$ cat src/rtl/op_lut_event_cntr_regs.sv
// op_lut_event_cntr_regs: ring-attached event counters with multi-bit increments,
// wrap/saturate mode, clear-on-read, clear-all and sticky W1C overflow flags.
module op_lut_event_cntr_regs #(
    parameter int NUM_CNTRS         = 12,
    parameter int CNTR_WIDTH        = 32,
    parameter int INC_WIDTH         = 4,
    parameter int REG_ADDR_WIDTH    = 23,
    parameter int DATA_WIDTH        = 32,
    parameter int REG_OFF_BITS      = 6,
    parameter int BLOCK_TAG         = 0,
    parameter int UDP_REG_SRC_WIDTH = 2
) (
    input  logic                            clk,
    input  logic                            reset,
    input  logic                            reg_req_in,
    input  logic                            reg_ack_in,
    input  logic                            reg_rd_wr_L_in,
    input  logic [REG_ADDR_WIDTH-1:0]       reg_addr_in,
    input  logic [DATA_WIDTH-1:0]           reg_data_in,
    input  logic [UDP_REG_SRC_WIDTH-1:0]    reg_src_in,
    output logic                            reg_req_out,
    output logic                            reg_ack_out,
    output logic                            reg_rd_wr_L_out,
    output logic [REG_ADDR_WIDTH-1:0]       reg_addr_out,
    output logic [DATA_WIDTH-1:0]           reg_data_out,
    output logic [UDP_REG_SRC_WIDTH-1:0]    reg_src_out,
    input  logic [NUM_CNTRS-1:0]            event_valid,
    input  logic [NUM_CNTRS*INC_WIDTH-1:0]  event_inc,
    output logic                            ovf_any
);
    localparam int TAG_W = REG_ADDR_WIDTH - REG_OFF_BITS;
    localparam logic [REG_OFF_BITS-1:0] CTRL_OFF = REG_OFF_BITS'(NUM_CNTRS);
    localparam logic [REG_OFF_BITS-1:0] OVF_OFF  = REG_OFF_BITS'(NUM_CNTRS + 1);

    logic                         hit, rd, wr, clr_all;
    logic [REG_OFF_BITS-1:0]      off;
    logic [DATA_WIDTH-1:0]        rdata;
    logic [CNTR_WIDTH:0]          sum [NUM_CNTRS];
    logic [CNTR_WIDTH-1:0]        cntr_q [NUM_CNTRS];
    logic [CNTR_WIDTH-1:0]        cntr_d [NUM_CNTRS];
    logic [1:0]                   ctrl_q, ctrl_d;
    logic [NUM_CNTRS-1:0]         ovf_q, ovf_d;
    logic                         ovf_any_q;
    logic                         req_q, req_d, ack_q, ack_d, rw_q, rw_d;
    logic [REG_ADDR_WIDTH-1:0]    addr_q, addr_d;
    logic [DATA_WIDTH-1:0]        data_q, data_d;
    logic [UDP_REG_SRC_WIDTH-1:0] src_q, src_d;

    always_comb begin
        off     = reg_addr_in[REG_OFF_BITS-1:0];
        hit     = reg_req_in && !reg_ack_in && reg_addr_in[REG_ADDR_WIDTH-1:REG_OFF_BITS] == TAG_W'(BLOCK_TAG);
        rd      = hit && reg_rd_wr_L_in;
        wr      = hit && !reg_rd_wr_L_in;
        clr_all = wr && off == CTRL_OFF && reg_data_in[2];
        rdata   = off == CTRL_OFF ? DATA_WIDTH'(ctrl_q) :
                  off == OVF_OFF  ? DATA_WIDTH'(ovf_q)  : DATA_WIDTH'(32'hDEAD_BEEF);
        ctrl_d  = wr && off == CTRL_OFF ? reg_data_in[1:0] : ctrl_q;
        ovf_d   = ovf_q & ~(wr && off == OVF_OFF ? reg_data_in[NUM_CNTRS-1:0] : '0) & ~{NUM_CNTRS{clr_all}};
        for (int i = 0; i < NUM_CNTRS; i++) begin
            if (off == REG_OFF_BITS'(i)) rdata = DATA_WIDTH'(cntr_q[i]);
            // A new overflow wins over both W1C and clear-all on the same edge
            sum[i] = {1'b0, wr && off == REG_OFF_BITS'(i) ? reg_data_in[CNTR_WIDTH-1:0] :
                            (rd && off == REG_OFF_BITS'(i) && ctrl_q[1]) || clr_all ? '0 : cntr_q[i]}
                   + (event_valid[i] ? (CNTR_WIDTH+1)'(event_inc[i*INC_WIDTH +: INC_WIDTH]) : '0);
            cntr_d[i] = sum[i][CNTR_WIDTH] && ctrl_q[0] ? '1 : sum[i][CNTR_WIDTH-1:0];
            if (sum[i][CNTR_WIDTH]) ovf_d[i] = 1'b1;
        end
        req_d  = reg_req_in;
        ack_d  = reg_ack_in || hit;
        rw_d   = reg_rd_wr_L_in;
        addr_d = reg_addr_in;
        data_d = rd ? rdata : reg_data_in;
        src_d  = reg_src_in;
    end

    always_ff @(posedge clk or negedge reset) begin
        if (!reset) begin
            cntr_q    <= '{default: '0};
            ctrl_q    <= '0;
            ovf_q     <= '0;
            ovf_any_q <= 1'b0;
            req_q     <= 1'b0;
            ack_q     <= 1'b0;
            rw_q      <= 1'b0;
            addr_q    <= '0;
            data_q    <= '0;
            src_q     <= '0;
        end else begin
            cntr_q    <= cntr_d;
            ctrl_q    <= ctrl_d;
            ovf_q     <= ovf_d;
            ovf_any_q <= |ovf_q;
            req_q     <= req_d;
            ack_q     <= ack_d;
            rw_q      <= rw_d;
            addr_q    <= addr_d;
            data_q    <= data_d;
            src_q     <= src_d;
        end
    end

    assign reg_req_out     = req_q;
    assign reg_ack_out     = ack_q;
    assign reg_rd_wr_L_out = rw_q;
    assign reg_addr_out    = addr_q;
    assign reg_data_out    = data_q;
    assign reg_src_out     = src_q;
    assign ovf_any         = ovf_any_q;
endmodule

$ cat config.mk
export PLATFORM = sky130hd
export DESIGN_NAME = op_lut_event_cntr_regs
export DESIGN_NICKNAME = d
export VERILOG_FILES = /design/src/rtl/op_lut_event_cntr_regs.sv
export SDC_FILE = /design/constraint.sdc
export NUM_CORES = 2
export LEC_CHECK = 0
export ABC_AREA = 0
export CORE_ASPECT_RATIO = 0.8
export CORE_MARGIN = 2
export CORE_UTILIZATION = 35
export CTS_BUF_LIST = sky130_fd_sc_hd__clkbuf_4
export CTS_CLUSTER_SIZE = 30
export DETAILED_ROUTE_END_ITERATION = 8
export HOLD_SLACK_MARGIN = 0.15
export PLACE_DENSITY = 0.5
export SLEW_MARGIN = 30
export SYNTH_ARGS = -nofsm -noshare
export SYNTH_HDL_FRONTEND = slang
export SYNTH_SLANG_ARGS = --single-unit
$ cat constraint.sdc
create_clock -name clk -period 9.7 [get_ports clk]
set_input_delay 2.91 -clock clk [delete_from_list [all_inputs] [get_ports clk]]
set_output_delay 2.91 -clock clk [all_outputs]
set_load 0.05 [all_outputs]
==> impl_metrics.yaml <==
setup_path:
  path_cells: "clkdlybuf4s50_1, nor4b_2, nand4_1, buf_12, nor3_2, buf_4, nor3_2, a22o_1, ha_1, a21o_1, a21oi_1, a311o_1, nor4_4, nand4_1, nor4_2, nand3_1, buf_4, o21ai_0"
  startpoint_type: "input pin"
  worstPathMaxFanout: 26
  endpoint_kind: "flop"
  cp.required_ps: 10740
  worst-path-buf-inv: 4
  crit_type: "in -> reg"
  cp_slowest_cell: "nor4b_2"
  cp_top_family: "simple AND/OR/NAND/NOR gates"
  arrival_ps: 8990
  cp_slowest_stage_delay_ps: 930
power_and_ir_drop:
  p_total_mw: 7.01
  p_leak_nw: 17.3
  peakVddDrop_uv: 126
  powerDensity_nw_per_um2: 173
run_status:
  violations: "design-rule violations"
  status: "complete, but fails checks"
finish:
  n_fill_cell: 10100
  layout-drive-gt1-share_pct: 13.1
  regArea_um2: 11500
  finalNetCount: 4608
  final_cell_count_no_fill: 5835
  multi_input_area_um2: 21600
  final_area_um2: 40400
  syn_to_final_growth_pct: 16.8
routing:
  first_iter_violations: 6634
  route.vias.total: 39800
  routed_wl_um: 219000
  drtAntennaViolNets: 0
  drt-pass1-iter-count: 9
  vias_per_cell: 6.83
  wl_per_cell_um: 37.5
  drc: 8
timing:
  slew_headroom_pct: 19.4
  fin_skew_ps: 78.8
  slew_viol_final: 0
  rsz0062_at_grt: "no"
  fin_crit_sh_pct: 82.1
  worstMarginPinSlew_ps: 1210
  finalHoldViolCount: 0
  hold_slack_ps: 582
  max_freq_ghz: 0.126
  setup_viol: 0
  setup-tns-final_ps: 0
  period_needed_ps: 7960
clocking:
  clock_latency_ps: 1180
  cts.htree.levels: 4
  cts_tree: "yes"
  post_cts_buffers: 0
  cts-buffers-inserted: 143
  path_clk_slew_ps: 60
  cts.sinks: 459
  ctsHoldBuffers: 0
  cts-resized-gates: 0
  cts-root-buf: "clkbuf_4"
  clockBufferDepth: 3
synthesis:
  syn-num-nets: 4386
  ys_warn_count: 0
  async_flop_share_pct: 100
  ys_types: 103
  synth_edf_count: 0
  synth.top_cell.area_share_pct: 33.2
  ys_top_cells_by_area: "dfrtp_1 (33%), nand2_1 (7.0%), xor2_1 (3.9%)"
  syn_avg_cell_area_um2: 8.23
  ys_seq_area_share_pct: 33.2
  synth_cells: 4204
  yosysMostFrequentCell: "nand2_1"
  synth_area_um2: 34600
  yosysTopAreaCell: "dfrtp_1"
  ys_seq_elements: 459
  dominantRegCellSynth: "dfrtp_1"
  synth_commonest_cells: "nand2_1 (646), dfrtp_1 (459), clkbuf_1 (250), nor2_1 (222), o21ai_0 (200)"
floorplanning:
  io_pins: 183
  dieWidth_um: 356
  core-area_um2: 98300
  start_util_pct: 35.2
  fp.dieArea_um2: 101000
  dieHeight_um: 285
  rows: 103
global_route:
  grt_overflow_total: 0
  first_global_vias: 36400
  track_usage_pct: 42.1
  use_met3_pct: 22.3
  grt_max_degree: 141
  grt_use_met2_pct: 52.5
  top_usage_layer: "met1"
  grt_pass1_wl_um: 300000
  met1_usage_pct: 56.5
  grt_antenna_before_repair: 24
placement:
  placed_area_um2: 38700
  hpwl_um: 158000
  place.gp.congestion: 1.15
  port_buffers: 182
  place_inst: 5590
run:
  max-cap-violations: 0
min_path:
  hold_path_class: "reg -> reg"
[metal layers]
metal  vias to the layer above  part of all wire, %
met1                     19600                   40
li1                      16200                    -
met2                      3297                   36
met5                         -                 0.11
met4                        22                  6.7
met3                       733                   17
[kinds of logic after synthesis]
logic type / count (synthesis) / share of synthesized area [%]
compound gates: 1306 / 27.0
xor+xnor: 299 / 7.57
fa+ha+maj: 60 / 2.43
buf+inv: 432 / 5.18
flops: 459 / 33.2
mux: 25 / 0.951
simple gates: 1623 / 23.7
[worst reg2reg max path, stage by stage (launching register included)]
cell and delay [ps]:
dfrtp_1 490, and2_1 320, nand4_1 520, o22ai_1 570, nand2_1 330, a22o_1 320, ha_1 330, nand2_1 60
o21ai_0 300, o21ai_0 140, or4_1 520, a211o_1 290, or2_0 350, nor4b_1 420, xor2_1 170, nand2_1 60
[state kept, by name, summed over array words and instances, names as in the netlist]
register	flops
cntr_q	384
reg_rd_wr_L_out	1
reg_addr_out	23
ctrl_q	2
ovf_any	1
reg_req_out	1
ovf_q	12
reg_ack_out	1
reg_data_out	32
reg_src_out	2
[metrics by stage]
stage | util [%] | setup slack [ps]
global route | 41.1 | 1610
finish | 41.1 | 1740
floorplan | - | 1760
global placement | 39.3 | 866
CTS | 41.0 | 2050
detailed placement | 39.3 | 869
[report_power, final]
| part | switching (mW) | total [mW] | internal, mW | leakage [nW] |
|---|---|---|---|---|
| Sequential | 0.575 | 2.82 | 2.24 | 5.90 |
| Clock | 1.01 | 1.99 | 0.978 | 1.00 |
| Combinational | 1.28 | 2.20 | 0.917 | 10.4 |
[cell type report]
cell class | instances | share of cell area (%)
Timing Repair Buffer | 417 | 9.00
Tap cell | 1312 | 4.06
Clock buffer | 197 | 3.66
Sequential cell | 459 | 28.4
Multi-Input combinational cell | 3313 | 53.5
Antenna cell | 12 | 0.0743
Clock inverter | 33 | 0.470
Inverter | 92 | 0.854
[final timing paths]
| check | from | to | slack (ps) | depth (start not counted) |
|---|---|---|---|---|
| setup / recovery | reg_ack_in | cntr_q[40] | 1740 | 18 |
| hold / removal | ovf_q[8] | ovf_q[8] | 580 | 2 |
| setup reg to reg | ctrl_q[1] | cntr_q[115] | 4320 | 15 |
| hold reg to reg | ovf_q[8] | ovf_q[8] | 580 | 2 |
| max in group asynchronous | reset | cntr_q[257] | 6470 | 2 |
| min in group asynchronous | reset | reg_addr_out[16] | 1800 | 1 |
[layout by cell type, fill, tap and decap left out, drive strengths merged, types with 33 or more instances in the layout]
master	Yosys	routed
a21o	44	44
a21oi	191	191
a22o	130	130
a22oi	175	175
a31oi	48	48
a32o	37	37
a32oi	71	71
and2	72	72
and3	49	49
buf	89	244
clkbuf	251	197
clkdlybuf4s50	0	173
dfrtp	459	459
ha	48	48
inv	91	97
nand2	646	646
nand2b	33	33
nand3	115	115
nand4	91	91
nor2	224	224
nor2b	36	36
nor3	129	129
nor4	112	112
o211ai	39	39
o21ai	209	209
o221ai	51	51
o22ai	82	82
xnor2	145	145
xor2	154	154
(Power assumes the default switching activity.)
